### config.mk
export PLATFORM = sky130hd
export DESIGN_NAME = addr_pipe_acc
export DESIGN_NICKNAME = d
export VERILOG_FILES = /design/src/rtl/addr_pkg.sv /design/src/rtl/addr_acc_bank.sv /design/src/rtl/addr_pipe_acc.sv
export SDC_FILE = /design/constraint.sdc
export NUM_CORES = 1
export LEC_CHECK = 0
export ABC_CLOCK_PERIOD_IN_PS = 4300
export CAP_MARGIN = 40
export CORE_MARGIN = 3
export CORE_UTILIZATION = 55
export CTS_CLUSTER_SIZE = 24
export DETAILED_ROUTE_END_ITERATION = 7
export HOLD_SLACK_MARGIN = 0.06
export MAX_ROUTING_LAYER = met4
export PLACE_DENSITY_LB_ADDON = 0.1
export SYNTH_ARGS = -nofsm -noshare
export SYNTH_HDL_FRONTEND = slang
export SYNTH_SLANG_ARGS = --single-unit
### constraint.sdc
create_clock -name clk -period 4.3 [get_ports clk]
set_input_delay 0.86 -clock clk [delete_from_list [all_inputs] [get_ports clk]]
set_output_delay 0.86 -clock clk [all_outputs]
set_load 0.01 [all_outputs]
### src/rtl/addr_pkg.sv
// Shared mode encoding and the wrap/saturate accumulator helper for addr_pipe_acc.
package addr_pkg;

    typedef enum logic [1:0] {
        MODE_ADD     = 2'd0,
        MODE_SUB     = 2'd1,
        MODE_ACC     = 2'd2,
        MODE_ACC_SAT = 2'd3
    } mode_e;

    // Result occupies bits [acc_w-1:0] and the overflow flag sits at bit acc_w,
    // so the caller recovers {ovf, result} with a single (acc_w+1)-bit cast.
    function automatic logic [63:0] sat_add(
        input logic [63:0] acc,
        input logic [63:0] sum,
        input logic        sat,
        input logic [5:0]  acc_w
    );
        logic [63:0] n;
        logic [63:0] mask;
        logic [63:0] res;
        logic        carry;
        n     = acc + sum;
        mask  = (64'd1 << acc_w) - 64'd1;
        carry = n[acc_w];
        res   = (sat && carry) ? mask : (n & mask);
        return res | (64'(carry) << acc_w);
    endfunction

endpackage

### src/rtl/addr_acc_bank.sv
// Per-channel accumulator storage: NCH x ACC_W registers, one async read, one write.
module addr_acc_bank #(
    parameter int NCH   = 4,
    parameter int ACC_W = 8,
    parameter int CH_W  = 2
) (
    input  logic             clk,
    input  logic             rst,
    input  logic [CH_W-1:0]  rd_chan,
    output logic [ACC_W-1:0] rd_data,
    input  logic             we,
    input  logic [CH_W-1:0]  wr_chan,
    input  logic [ACC_W-1:0] wr_data
);

    logic [ACC_W-1:0] acc_q [NCH];

    assign rd_data = acc_q[rd_chan];

    always_ff @(posedge clk or posedge rst) begin
        if (rst) begin
            for (int i = 0; i < NCH; i++) begin
                acc_q[i] <= '0;
            end
        end else if (we) begin
            acc_q[wr_chan] <= wr_data;
        end
    end

endmodule

### src/rtl/addr_pipe_acc.sv
// Two-stage add/sub/accumulate pipeline with valid/ready on both sides and
// per-channel accumulators updated on the same edge that registers the result.
module addr_pipe_acc
    import addr_pkg::*;
#(
    parameter int WIDTH = 4,
    parameter int NCH   = 4,
    parameter int ACC_W = 8,
    parameter int CH_W  = (NCH > 1) ? $clog2(NCH) : 1
) (
    input  logic             clk,
    input  logic             rst,
    input  logic             in_valid_i,
    output logic             in_ready_o,
    input  logic [1:0]       mode_i,
    input  logic [CH_W-1:0]  chan_i,
    input  logic             clr_i,
    input  logic [WIDTH-1:0] a_i,
    input  logic [WIDTH-1:0] b_i,
    output logic             out_valid_o,
    input  logic             out_ready_i,
    output logic [ACC_W-1:0] c_o,
    output logic [CH_W-1:0]  out_chan_o,
    output logic             ovf_o
);

    logic             s1_valid;
    mode_e            s1_mode;
    logic [CH_W-1:0]  s1_chan;
    logic             s1_clr;
    logic [WIDTH:0]   s1_sum;
    logic [WIDTH-1:0] s1_a;
    logic [WIDTH-1:0] s1_b;

    logic             s2_adv;
    logic [ACC_W-1:0] acc_rd;
    logic [ACC_W-1:0] acc_base;
    logic [ACC_W-1:0] res_c;
    logic             res_ovf;
    logic             acc_we;

    // The output register is stage 2, so its valid doubles as s2_valid.
    assign s2_adv     = !out_valid_o || out_ready_i;
    assign in_ready_o = !s1_valid || s2_adv;
    assign acc_base   = s1_clr ? '0 : acc_rd;

    always_comb begin
        res_c   = ACC_W'(s1_sum);
        res_ovf = 1'b0;
        acc_we  = 1'b0;
        case (s1_mode)
            MODE_ADD: ;
            MODE_SUB: begin
                res_c   = ACC_W'(s1_a) - ACC_W'(s1_b);
                res_ovf = s1_a < s1_b;
            end
            MODE_ACC, MODE_ACC_SAT: begin
                {res_ovf, res_c} = (ACC_W+1)'(sat_add(64'(acc_base), 64'(s1_sum),
                                                      s1_mode == MODE_ACC_SAT, 6'(ACC_W)));
                acc_we = s1_valid && s2_adv;
            end
            default: ;
        endcase
    end

    addr_acc_bank #(
        .NCH   (NCH),
        .ACC_W (ACC_W),
        .CH_W  (CH_W)
    ) u_bank (
        .clk     (clk),
        .rst     (rst),
        .rd_chan (s1_chan),
        .rd_data (acc_rd),
        .we      (acc_we),
        .wr_chan (s1_chan),
        .wr_data (res_c)
    );

    always_ff @(posedge clk or posedge rst) begin
        if (rst) begin
            s1_valid    <= 1'b0;
            s1_mode     <= MODE_ADD;
            s1_chan     <= '0;
            s1_clr      <= 1'b0;
            s1_sum      <= '0;
            s1_a        <= '0;
            s1_b        <= '0;
            out_valid_o <= 1'b0;
            c_o         <= '0;
            out_chan_o  <= '0;
            ovf_o       <= 1'b0;
        end else begin
            if (in_ready_o) begin
                s1_valid <= in_valid_i;
                if (in_valid_i) begin
                    s1_mode <= mode_e'(mode_i);
                    s1_chan <= chan_i;
                    s1_clr  <= clr_i;
                    s1_sum  <= (WIDTH+1)'(a_i) + (WIDTH+1)'(b_i);
                    s1_a    <= a_i;
                    s1_b    <= b_i;
                end
            end
            if (s2_adv) begin
                out_valid_o <= s1_valid;
                if (s1_valid) begin
                    c_o        <= res_c;
                    out_chan_o <= s1_chan;
                    ovf_o      <= res_ovf;
                end
            end
        end
    end

endmodule

# Yosys cells after proc, flatten, opt, wreduce, memory -nomap -nowiden
# Index checks and enable logic that the tools add are counted.
# op_classes
reduce_logical,10
n_eq_ne,3
n_lt_le_gt_ge,3
add_sub_neg,3
bitwise_logic,2
n_mux,11
# op_table
operator,count
2-to-1 mux 8 bit,5
bitwise mux 32 bit,1
binary-select mux 8 bit (select 2 bit),1
demux 8 bit (select 2 bit),1
one-hot mux 8 bit (2 select lines),1
adder 8 x 5 -> 9 bit,1
OR 8 x 9 -> 9 bit,1
adder 4 x 4 -> 5 bit,1
subtractor 4 x 4 -> 5 bit,1
== test 2 bit (second input constant),2
< comparator 4 bit,1
AND reduction 2 bit,2
greater-or-equal comparator 3 bit (second input constant),1
logical AND 1 bit,3
< comparator 3 x 1 -> 1 bit (second input constant),1
NOT 2 -> 3 bit,1
== test 2 x 1 -> 1 bit (second input constant),1
zero test 1 bit,2
logical OR 1 bit,2
one-hot mux 1 bit (2 select lines),1
OR reduction 2 bit,1
2-to-1 mux 1 bit,1
# totals
in_bits,17
output_inout_bits,13
ff_bits,63

# Logic depth before layout (Yosys ltp)
# Gate-level depths: netlist (run 1).
# logic_depth
ltp_word,11
mapped_depth,11

# Hierarchy
# Synthesis (run 1) repeated with hierarchy kept, for this count alone.
# unflattened
cells_unflattened,282
hier_area_um2,3372.0
# by_module_without_submodules
mod,seq_area_each_um2,n_inst,area_each_um2,cells_per_inst
addr_pipe_acc,775.7,1,1965.6,203
addr_acc_bank,800.8,1,1406.3,79

# Worst setup path after synthesis (run 1)
# Ideal clock, no wire load.
# synth_timing
path_type,register to register
startpoint,register s1_chan[0]
endpoint,register c_o[4]
required_ns,4.175
path_stages_with_launch,12
n_path_buf,2
arrival_ns,3.284
synth_period_minus_slack_ns,3.409
setup_slack_ns,0.891
path_cell_list,dfrtp_1 buf_6 clkbuf_1 mux4_2 and2_1 ha_1 fa_1 a211oi_1 o21bai_1 a31oi_4 o211ai_2 mux2_2
# synth_via
elab_chain_len,10
# synth_rtl
item,line,rtl
start: declaration,addr_pipe_acc.sv:29,logic [CH_W-1:0] s1_chan;
start signal: assignment,addr_pipe_acc.sv:98,s1_chan <= chan_i;
NOT 2 -> 3 bit (implied by the code) *,addr_acc_bank.sv:18,assign rd_data = acc_q[rd_chan];
binary-select mux 8 bit (select 2 bit) *,addr_acc_bank.sv:18,
2-to-1 mux 8 bit (implied by the code) * (2 in series),addr_acc_bank.sv:18,
2-to-1 mux 8 bit *,addr_pipe_acc.sv:45,assign acc_base = s1_clr ? '0 : acc_rd;
adder 8 x 5 -> 9 bit *,addr_pkg.sv:23,n = acc + sum;
logical AND 1 bit,addr_pkg.sv:26,res = (sat && carry) ? mask : (n & mask);
2-to-1 mux 8 bit *,addr_pkg.sv:26,
OR 8 x 9 -> 9 bit *,addr_pkg.sv:27,return res | (64'(carry) << acc_w);
one-hot mux 8 bit (2 select lines) *,addr_pipe_acc.sv:51,case (s1_mode)
end signal: assignment,addr_pipe_acc.sv:108,c_o <= res_c;
end: declaration,addr_pipe_acc.sv:22,"output logic [ACC_W-1:0] c_o,"
# Mark *: on every way between the ends. The rest lies on a longest branch, timed or not. The select of a mux whose other input is x is not followed.
# A chain may end at the register's enable or synchronous reset.

# Final worst setup path (run 1)
# layout_timing
startpoint,register s1_chan[1]
endpoint,register u_bank.acc_q[12] (netlist bit)
# layout_via
elab_chain_len,11
word_cells_on_any_way,16
classes_between,add/sub: 1; order compare: 2; mux: 9; bitwise: 2; reduce/logical: 2
# layout_rtl
item,line,rtl
NOT 2 -> 3 bit (implied by the code) *,"addr_acc_bank.sv:18, addr_acc_bank.sv:26",
binary-select mux 8 bit (select 2 bit),addr_acc_bank.sv:18,
2-to-1 mux 8 bit (implied by the code) (2 in series),addr_acc_bank.sv:18,
2-to-1 mux 8 bit,addr_pipe_acc.sv:45,
adder 8 x 5 -> 9 bit,addr_pkg.sv:23,
logical AND 1 bit,addr_pkg.sv:26,
2-to-1 mux 8 bit,addr_pkg.sv:26,
OR 8 x 9 -> 9 bit,addr_pkg.sv:27,
one-hot mux 8 bit (2 select lines),addr_pipe_acc.sv:51,
bitwise mux 32 bit *,addr_acc_bank.sv:26,acc_q[wr_chan] <= wr_data;
end signal: indexed assignment,addr_acc_bank.sv:26,
end: declaration,addr_acc_bank.sv:16,logic [ACC_W-1:0] acc_q [NCH];
# Marked as above.

==> key figures, run 1 <==
STA
  • Final worst slack: 0.939 ns
  • Crit share post-route: 78.2%
  • Final Hold Vio Count: 0
  • Worst-Margin Slew: 0.728 ns
  • Post-layout minimum cycle time: 3.36 ns
  • Fmax: 298 MHz
  • RSZ-0062 raised after global routing: no
  • Worst hold slack: 0.478 ns
  • Setup-failing EPs final: 0
  • Rel. slew slack: 51.0%
  • TNS Setup: 0 ns
  • Max Slew Vio Count: 0
  • Clock skew: 0.0115 ns

Worst setup path
  • Max stage delay on crit path: 0.70 ns
  • CP max-delay cell: dfrtp_1
  • Reg-to-reg slack, setup: 0.94 ns
  • CP endpoint kind: flip-flop
  • Critical path type: flip-flop to flip-flop
  • Required @ worst endpoint: 4.53 ns
  • CP Cell Sequence: mux4_2 > and2_1 > ha_1 > fa_1 > a211oi_1 > o21bai_1 > a31oi_4 > o211ai_2 > mux2_2
  • Crit-path max FO: 15
  • Arr. time, crit path: 3.59 ns
  • CP startpoint kind: flip-flop

Routing
  • WL met1: 3400 µm
  • Via density: 5.75
  • Initial DRC count: 176
  • ANT nets after route: 0
  • TritonRoute pass-1 iters: 4
  • Via count: 2,287
  • Drt drc: 0
  • DR WL met2: 3240 µm
  • DR WL/cell: 18.0 µm
  • Uppermost routed layer: met4
  • DRT Wirelength: 7150 µm
  • Met3 Wirelength: 316 µm

Placed design
  • Place WS: 0.971 ns
  • HPWL Detailed: 5180 µm
  • Final GP Congestion: 0.874
  • Port-buffer cells: 29

Min path
  • Worst hold path class: flip-flop to flip-flop

Run
  • Max cap viols: 0

Clock tree
  • Clk buf depth: 2
  • Worst skew pair latency: 0.35 ns
  • Clk slew on worst S/H paths: 0.07 ns
  • Post-CTS Setup Inserts: 0
  • CTS tree: done
  • H-tree levels: 3
  • CTS resizes: 0
  • Root buffer cell: clkbuf_8
  • CTS Sinks: 63
  • Cts-stage hold buffer count: 0
  • CTS Buf Count: 9

Final layout
  • Commonest non-fill, non-tap cell in the layout: dfrtp_1
  • Area growth syn-to-layout: 18.5%
  • Most frequent cells in the layout: dfrtp_1, mux2_2, clkdlybuf4s50_1
  • Ant diodes: 0
  • Share of cells above drive strength 1: 22.1%
  • Layout Nets: 354
  • Final core occ: 69.5%

Synthesis
  • Number of synthesized flops with an enable pin: 0
  • Distinct cells, synth: 45
  • Cells after synthesis: 288
  • Cell area after synthesis: 0.00333 mm²
  • Post-synthesis async set-or-reset flop share: 100%
  • Yosys reg bits: 63
  • Post-Syn Nets: 321
  • Synth warnings: 0
  • Syn_area_per_cell: 11.6 µm²
  • Sequential area share after synthesis: 47.3%
  • Primary FF master, synth: dfrtp_1

Die
  • Die X-Extent: 83.8 µm
  • Initial Util: 58.7%
  • Die Span Y: 83.8 µm
  • Core region area: 0.00568 mm²
  • Die Footprint: 0.00703 mm²
  • Cell row count: 27
  • Ports: 30

GRT
  • Total gr overflow: 0
  • GRT Util Overall: 23.2%
  • Initial antenna violation count: 0
  • Vias in the first global route: 2,444
  • Global-route wire length before repair: 12,300 µm
  • Largest net degree at the start of global routing: 36

Power and ir drop
  • Pwr per Cell Area: 598 mW/mm²
  • LEAKAGE: 1.77 nW
  • Peak VDD IR: 0.363 mV
  • Total power draw: 2.36 mW

Run status
  • Outcome: finished clean
per-stage QoR:
step           cell area (µm²)  std cells
6_report                  3950        398
5_1_grt                   3950        398
4_1_cts                   3950        398
3_5_place_dp              3700        382
3_3_place_gp              3680        380
2_1_floorplan             3330        288
cell families (layout without fill, tap and decap cells):
group	after synthesis	in the layout	share of synthesized area [%]
and+or+nand+nor	65	65	9.99
adders and majority gates	16	16	6.69
DFF	63	63	47.3
AOI/OAI and AO/OA	66	66	13.3
muxes	47	47	18.4
xor gates and xnor gates	4	4	1.05
buffers and inverters	27	65	3.27
per-layer routing:
metal / GRT usage, % / vias to the layer above
met4: 9.06 / 0
met3: 6.71 / 17
met2: 33.3 / 53
met5: - / -
li1: - / 1109
met1: 31.2 / 1108
flip-flops by register name, indices dropped and copies added (netlist names):
signal        count
s1_chan           2
ovf_o             1
u_bank.acc_q     32
out_chan_o        2
s1_clr            1
s1_mode           2
c_o               8
s1_sum            5
s1_b              4
s1_a              4
out_valid_o       1
s1_valid          1
critical path: cells and delay by family (launching register included):
kind            cells  cell delay, ns
compound gates      4            1.06
flops               1            0.70
mux                 2            0.67
fa+ha+maj           2            0.65
simple gates        1            0.17
report_power, final:
group / switching, mW / internal (mW)
combinational: 0.387 / 0.426
clock: 0.241 / 0.375
sequential: 0.133 / 0.799
path summary, 6_finish.rpt:
| path | from | to | cells past startpoint |
|---|---|---|---|
| max | s1_chan[1] | u_bank.acc_q[12] | 9 |
| min | c_o[0] | c_o[0] | 2 |
| max reg2reg | s1_chan[1] | u_bank.acc_q[12] | 9 |
| min reg2reg | c_o[0] | c_o[0] | 2 |
| max in group asynchronous | rst | u_bank.acc_q[31] | 3 |
| min in group asynchronous | rst | u_bank.acc_q[25] | 2 |
synth_stat cells, types with 2 or more instances:
| cell | n | area, µm² |
|---|---|---|
| a211o_1 | 2 | 17.5 |
| a211oi_1 | 4 | 30.0 |
| a21o_1 | 6 | 45.0 |
| a21oi_1 | 12 | 60.1 |
| a22o_1 | 5 | 43.8 |
| and2_1 | 6 | 37.5 |
| clkbuf_1 | 12 | 45.0 |
| dfrtp_1 | 63 | 1580 |
| fa_1 | 3 | 60.1 |
| ha_1 | 13 | 163 |
| inv_1 | 14 | 52.6 |
| mux2_2 | 33 | 372 |
| mux2i_1 | 6 | 60.1 |
| mux4_2 | 8 | 180 |
| nand2_1 | 24 | 90.1 |
| nand2b_1 | 3 | 18.8 |
| nand3_1 | 2 | 10.0 |
| nand4_1 | 3 | 18.8 |
| nor2_1 | 13 | 48.8 |
| nor2b_1 | 2 | 12.5 |
| nor3_1 | 2 | 10.0 |
| nor3b_1 | 3 | 22.5 |
| o21a_1 | 4 | 30.0 |
| o21ai_0 | 18 | 90.1 |
| o21ai_1 | 3 | 15.0 |
| o31ai_1 | 3 | 22.5 |
| xor2_1 | 3 | 26.3 |
layout make-up:
class                      count  area, µm²
timing repair buffer          35        340
clock inverter                 4       76.3
tap                           72       90.1
multi-input combinational    198       1650
clock buffer                  12        165
sequential                    63       1580
inverter                      14       52.6
fill                         439       1730
(Power assumes the default switching activity.)
==> inputs of run 2 (changes only) <==
--- a/config.mk
+++ b/config.mk
@@ -5,7 +5,7 @@
 export SDC_FILE = /design/constraint.sdc
 export NUM_CORES = 1
 export LEC_CHECK = 0
-export ABC_CLOCK_PERIOD_IN_PS = 4300
+export ABC_CLOCK_PERIOD_IN_PS = 3400
 export CAP_MARGIN = 40
 export CORE_MARGIN = 3
 export CORE_UTILIZATION = 55
==> constraint.sdc (replaced) <==
create_clock -name clk -period 3.4 [get_ports clk]
set_input_delay 0.68 -clock clk [delete_from_list [all_inputs] [get_ports clk]]
set_output_delay 0.68 -clock clk [all_outputs]
set_load 0.01 [all_outputs]
==> run 2 against run 1 <==
- hold slack better by 0.0093 ns
- critical path type unchanged
- setup slack worse by 0.61 ns
- sequential share of layout area is 0.17 points higher
- global-route usage is 0.11 points higher
- clock skew is 0.0019 ns lower
==> key figures, run 2 (synthesis gave the netlist of run 1 again) <==
Run status
  • Outcome: finished clean

Power and ir drop
  • LEAKAGE: 1.76 nW (-0.72%)
  • Pwr per Cell Area: 714 mW/mm² (+19%)
  • Peak VDD IR: 0.407 mV (+12%)

STA
  • Fmax: 325 MHz (+9.3%)
  • Crit share post-route: 90.4% (+12 points)
  • Rel. slew slack: 57.2% (+6.1 points)
  • Final Hold Vio Count: 0 (unchanged)
  • Setup-failing EPs final: 0 (unchanged)
  • Max Slew Vio Count: 0 (unchanged)
  • TNS Setup: 0 ns (unchanged)
  • Worst hold slack: 0.487 ns (+0.00934 ns)
  • Post-layout minimum cycle time: 3.07 ns (-0.287 ns)
  • Worst-Margin Slew: 0.637 ns (-0.0913 ns)
  • Clock skew: 0.00955 ns (-0.00191 ns)
  • RSZ-0062 raised after global routing: no

Worst setup path
  • Reg-to-reg slack, setup: 0.33 ns (-0.61 ns)
  • FF-to-FF Start: s1_chan[0]
  • Critical path type: flip-flop to flip-flop
  • Crit-path max FO: 13 (-2)
  • CP max-delay cell: mux4_2
  • Required @ worst endpoint: 3.64 ns (-0.89 ns)
  • Reg-to-Reg End: u_bank.acc_q[30]
  • Arr. time, crit path: 3.32 ns (-0.27 ns)
  • Max stage delay on crit path: 0.52 ns (-0.18 ns)
  • CP endpoint kind: flip-flop
  • Number of cells on the worst reg-to-reg path: 9 (unchanged)
  • CP Cell Sequence: buf_4 > mux4_2 > and2_1 > ha_1 > a211oi_2 > o21bai_1 > a31oi_4 > nand3_2 > mux2_2
  • CP startpoint kind: flip-flop

Die
  • Core region area: 0.00568 mm² (unchanged)
  • Initial Util: 58.7% (unchanged)
  • Die Footprint: 0.00703 mm² (unchanged)
  • Cell row count: 27 (unchanged)
  • Die X-Extent: 83.8 µm (unchanged)
  • Die Span Y: 83.8 µm (unchanged)
  • Ports: 30 (unchanged)

GRT
  • Initial antenna violation count: 0 (unchanged)
  • GRT Util Overall: 23.3% (+0.11 points)
  • Largest net degree at the start of global routing: 41 (+14%)
  • Vias in the first global route: 2,425 (-0.78%)
  • Total gr overflow: 0 (unchanged)
  • Global-route wire length before repair: 12,200 µm (-0.17%)

Clock tree
  • H-tree levels: 3 (unchanged)
  • Worst skew pair latency: 0.36 ns (about the same)
  • Clk slew on worst S/H paths: 0.07 ns (about the same)
  • CTS Buf Count: 9 (unchanged)
  • CTS tree: done
  • CTS Sinks: 63 (unchanged)
  • Clk buf depth: 2 (unchanged)
  • Root buffer cell: clkbuf_8

Routing
  • DRT Wirelength: 7080 µm (-0.91%)
  • Via count: 2,347 (+2.6%)
  • Initial DRC count: 126 (-28%)
  • DR WL/cell: 17.6 µm (-2.1%)
  • TritonRoute pass-1 iters: 4 (unchanged)
  • ANT nets after route: 0 (unchanged)
  • Drt drc: 0 (unchanged)
  • Via density: 5.82 (+1.4%)

Final layout
  • Biggest regs: u_bank.acc_q (32), c_o (8), s1_sum (5)
  • Layout Nets: 360 (+1.7%)
  • Area growth syn-to-layout: 18.0%
  • Max reg flops: 32 (unchanged)
  • FILL cells: 432 (-1.6%)
  • Ant diodes: 0 (unchanged)
  • Biggest register: u_bank.acc_q
  • Commonest non-fill, non-tap cell in the layout: dfrtp_1
  • Share of cells above drive strength 1: 23.6% (+1.5 points)
  • Most frequent cells in the layout: dfrtp_1, mux2_2, clkdlybuf4s50_1

Placed design
  • Final GP Congestion: 0.877 (+0.25%)
  • Port-buffer cells: 29 (unchanged)
  • HPWL Detailed: 5250 µm (+1.2%)

Run
  • Max cap viols: 0 (unchanged)

Min path
  • Worst hold path depth: 2 (unchanged)
  • WHS Endpoint: c_o[0]
  • Worst hold path class: flip-flop to flip-flop
  • HP Start: c_o[0]
==> run 2: where the power goes <==
part	total [mW]	internal (mW)	switching (mW)
sequential	1.17	1.01	0.163
combinational	1.06	0.557	0.501
clock	0.573	0.263	0.311
total	2.80	1.83	0.974
==> run 2: routing by layer <==
layer / global-route usage, % / wire (µm) / vias to the layer above
met1: 31.1 / 3380 / 1174
met4: 7.31 / 76 / 0
met2: 34.5 / 3300 / 48
met5: - / 0 / -
li1: - / - / 1116
met3: 7.01 / 334 / 9
==> run 2: worst max-delay path by stage <==
stage,startpoint,endpoint,slack (ns),depth (start not counted)
2_1_floorplan,s1_chan[0],c_o[4],0.17,11
3_3_place_gp,s1_chan[0],c_o[4],0.29,9
3_5_place_dp,s1_chan[0],u_bank.acc_q[20],0.24,9
4_1_cts,s1_chan[0],u_bank.acc_q[30],0.20,9
5_1_grt,s1_chan[0],u_bank.acc_q[5],0.06,10
6_report,s1_chan[0],u_bank.acc_q[30],0.33,9
==> run 2: final cells by class <==
type / instances / area [µm²] / share of cell area [%]
well taps: 72 / 90.1 / 2.29
clock inverters: 6 / 48.8 / 1.24
multi-input cells: 198 / 1650 / 42.0
inverters: 14 / 52.6 / 1.34
flip-flops and latches: 63 / 1580 / 40.1
clock buffers: 9 / 124 / 3.15
repair buffers: 41 / 388 / 9.87
==> run 2: critical path, delay by kind of cell, from the launching register on <==
kind            cells  cell delay [ns]
mux                 2             0.81
buf+inv             1             0.25
compound gates      3             0.82
simple gates        2             0.32
fa+ha+maj           1             0.35
flops               1             0.41
==> run 2: repair_timing <==
item	in CTS	in global routing
buffers inserted	0	0
resized for setup	0	1
setup endpoints to repair	0	18
hold buffers	0	0
==> run 2: stage by stage <==
stage	utilization [%]	instances	area [µm²]	total power [mW]	setup slack (ns)
global placement	65.9	387	3740	2.21	0.291
CTS	69.2	403	3930	2.82	0.196
global route	69.2	403	3930	3.02	0.0642
detailed placement	66.1	388	3750	2.24	0.240
finish	69.2	403	3930	2.80	0.327
floorplan	-	288	3330	1.88	0.169
==> inputs of run 3 (changes only) <==
--- a/config.mk
+++ b/config.mk
@@ -13,7 +13,8 @@
 export DETAILED_ROUTE_END_ITERATION = 7
 export HOLD_SLACK_MARGIN = 0.06
 export MAX_ROUTING_LAYER = met4
-export PLACE_DENSITY_LB_ADDON = 0.1
+export PLACE_DENSITY = 0.78
+export RECOVER_POWER = 25
 export SYNTH_ARGS = -nofsm -noshare
 export SYNTH_HDL_FRONTEND = slang
 export SYNTH_SLANG_ARGS = --single-unit
==> run 3 against run 2 <==
- the run now ends with max-capacitance violations, max-slew violations left
- hold slack got worse by 0.0031 ns
- maximum frequency decreased by 4.5%
- clock skew increased by 0.0032 ns
- first-iteration DRC count increased by 24%
- wire length increased by 0.56%
- clock power increased by 12%
- largest power group unchanged
- sequential share of layout area decreased by 0.077 points
- combinational power about the same
- design area increased by 0.19%
- via count increased by 1.9%
==> key figures, run 3 (synthesis gave the netlist of run 1 again) <==
Run
  • Max cap viols: 1 (+1)

Run status
  • Failing checks: max-capacitance violations, max-slew violations
  • Outcome: finished, violations left

GRT
  • Total gr overflow: 0 (unchanged)
  • Vias in the first global route: 2,369 (-2.3%)
  • Largest net degree at the start of global routing: 64 (+56%)
  • Initial antenna violation count: 0 (unchanged)
  • Global-route wire length before repair: 12,000 µm (-2.0%)
  • GRT Util Overall: 22.4% (-0.91 points)

Clock tree
  • Clk slew on worst S/H paths: 0.08 ns (about the same)
  • CTS tree: done
  • Worst skew pair latency: 0.34 ns (-0.02 ns)
  • CTS Sinks: 63 (unchanged)
  • Clk buf depth: 2 (unchanged)
  • CTS Buf Count: 9 (unchanged)
  • Root buffer cell: clkbuf_8
  • Cts-stage hold buffer count: 0 (unchanged)
  • H-tree levels: 3 (unchanged)

Power and ir drop
  • LEAKAGE: 1.77 nW (+0.63%)
  • Peak VDD IR: 0.511 mV (+26%)
  • Pwr per Cell Area: 733 mW/mm² (+2.7%)

Final layout
  • Biggest regs: u_bank.acc_q (32), c_o (8), s1_sum (5)
  • Share of cells above drive strength 1: 23.3% (-0.30 points)
  • Design area: 0.00394 mm² (+0.19%)
  • Ant diodes: 0 (unchanged)
  • FILL cells: 425 (-1.6%)
  • Most frequent cells in the layout: dfrtp_1, mux2_2, clkdlybuf4s50_1
  • Area growth syn-to-layout: 18.2%
  • Layout Nets: 359 (-0.28%)
  • Biggest register: u_bank.acc_q
  • Final core occ: 69.4% (+0.13 points)
  • Commonest non-fill, non-tap cell in the layout: dfrtp_1
  • Max reg flops: 32 (unchanged)

Worst setup path
  • Critical path type: flip-flop to flip-flop
  • Required @ worst endpoint: 3.63 ns (about the same)
  • Crit path max-delay family: compound AO/OA/AOI/OAI gates
  • CP endpoint kind: flip-flop
  • Arr. time, crit path: 3.45 ns (+0.13 ns)
  • CP max-delay cell: mux4_2
  • CP Cell Sequence: mux4_2 > and2_1 > ha_1 > fa_1 > a211oi_2 > o21bai_1 > a31oi_4 > o211ai_2 > mux2_2
  • Crit-path max FO: 5 (-8)
  • WP buf/inv: 0 (-1)
  • Max stage delay on crit path: 0.51 ns (about the same)
  • CP startpoint kind: flip-flop

STA
  • TNS Setup: 0 ns (unchanged)
  • Post-layout minimum cycle time: 3.22 ns (+0.145 ns)
  • Final worst slack: 0.181 ns (-0.145 ns)
  • Setup-failing EPs final: 0 (unchanged)
  • Max Slew Vio Count: 64 (+64)
  • Crit share post-route: 94.7% (+4.3 points)
  • Rel. slew slack: -1.62% (-59 points)
  • Clock skew: 0.0128 ns (+0.00320 ns)
  • Final Hold Vio Count: 0 (unchanged)
  • Fmax: 311 MHz (-4.5%)
  • Worst-Margin Slew: 1.52 ns (+0.888 ns)

Routing
  • ANT nets after route: 0 (unchanged)
  • DR WL/cell: 17.7 µm (+0.56%)
  • Via density: 5.94 (+1.9%)
  • Via count: 2,392 (+1.9%)
  • Drt drc: 0 (unchanged)
  • TritonRoute pass-1 iters: 4 (unchanged)
  • DRT Wirelength: 7120 µm (+0.56%)
  • Initial DRC count: 156 (+24%)

Die
  • Die Footprint: 0.00703 mm² (unchanged)
  • Initial Util: 58.7% (unchanged)
  • Ports: 30 (unchanged)
  • Cell row count: 27 (unchanged)
  • Die Span Y: 83.8 µm (unchanged)
  • Core region area: 0.00568 mm² (unchanged)
  • Die X-Extent: 83.8 µm (unchanged)

Placed design
  • Place WS: 0.105 ns (-0.135 ns)
  • HPWL Detailed: 5140 µm (-2.1%)
  • Port-buffer cells: 29 (unchanged)
  • Final GP Congestion: 0.966 (+10%)
  • Area after DPL: 0.00375 mm² (about the same)

Min path
  • Worst hold path class: flip-flop to flip-flop
==> run 3: where the power goes <==
group / switching [mW] / total, mW / internal [mW]
Clock: 0.303 / 0.642 / 0.339
Sequential: 0.167 / 1.18 / 1.01
Combinational: 0.511 / 1.07 / 0.556
Total: 0.980 / 2.89 / 1.91
==> run 3: final timing paths <==
check                                         to  slack (ns)        from  cells after the start
min in group asynchronous       u_bank.acc_q[17]        1.31         rst                      3
worst max-delay path             u_bank.acc_q[4]        0.18  s1_chan[0]                      9
max in group asynchronous              s1_sum[4]        1.18         rst                      3
worst min register to register             ovf_o        0.48       ovf_o                      2
worst min-delay path                       ovf_o        0.48       ovf_o                      2
worst max register to register   u_bank.acc_q[4]        0.18  s1_chan[0]                      9
==> run 3: timing repair <==
| action | CTS | global route |
|---|---|---|
| setup endpoints to repair | 0 | 24 |
| resized for setup | 0 | 1 |
| buffers inserted | 0 | 0 |
==> run 3: tightest hold or removal path, cell delays in order (launching register included) <==
cell,delay (ns)
dfrtp_1,0.35
nand2_1,0.05
o21ai_0,0.06
==> run 3: layout make-up <==
class                      instances  area, µm²  area share [%]
tap                               72       90.1            2.29
inverter                          14       52.6            1.33
clock buffer                       9        124            3.15
sequential                        63       1580            40.0
clock inverter                     7       73.8            1.87
multi-input combinational        198       1650            41.9
timing repair buffer              40        370            9.41
==> run 3: routing by layer <==
metal,routed length [µm],share of wire (%),global-route usage [%]
met1,3290,46,31.4
met2,3280,46,32.3
met3,414,5.8,4.05
met4,139,2.0,9.21
met5,0,0,-
==> run 3: metrics by stage <==
| stage | hold WS, ns | total power [mW] | cells |
|---|---|---|---|
| final | 0.484 | 2.89 | 403 |
| after detailed placement | 0.473 | 2.24 | 387 |
| after global placement | 0.458 | 2.21 | 387 |
| after floorplan | 0.445 | 1.88 | 288 |
| after CTS | 0.489 | 2.89 | 403 |
| after global routing | 0.499 | 3.07 | 403 |
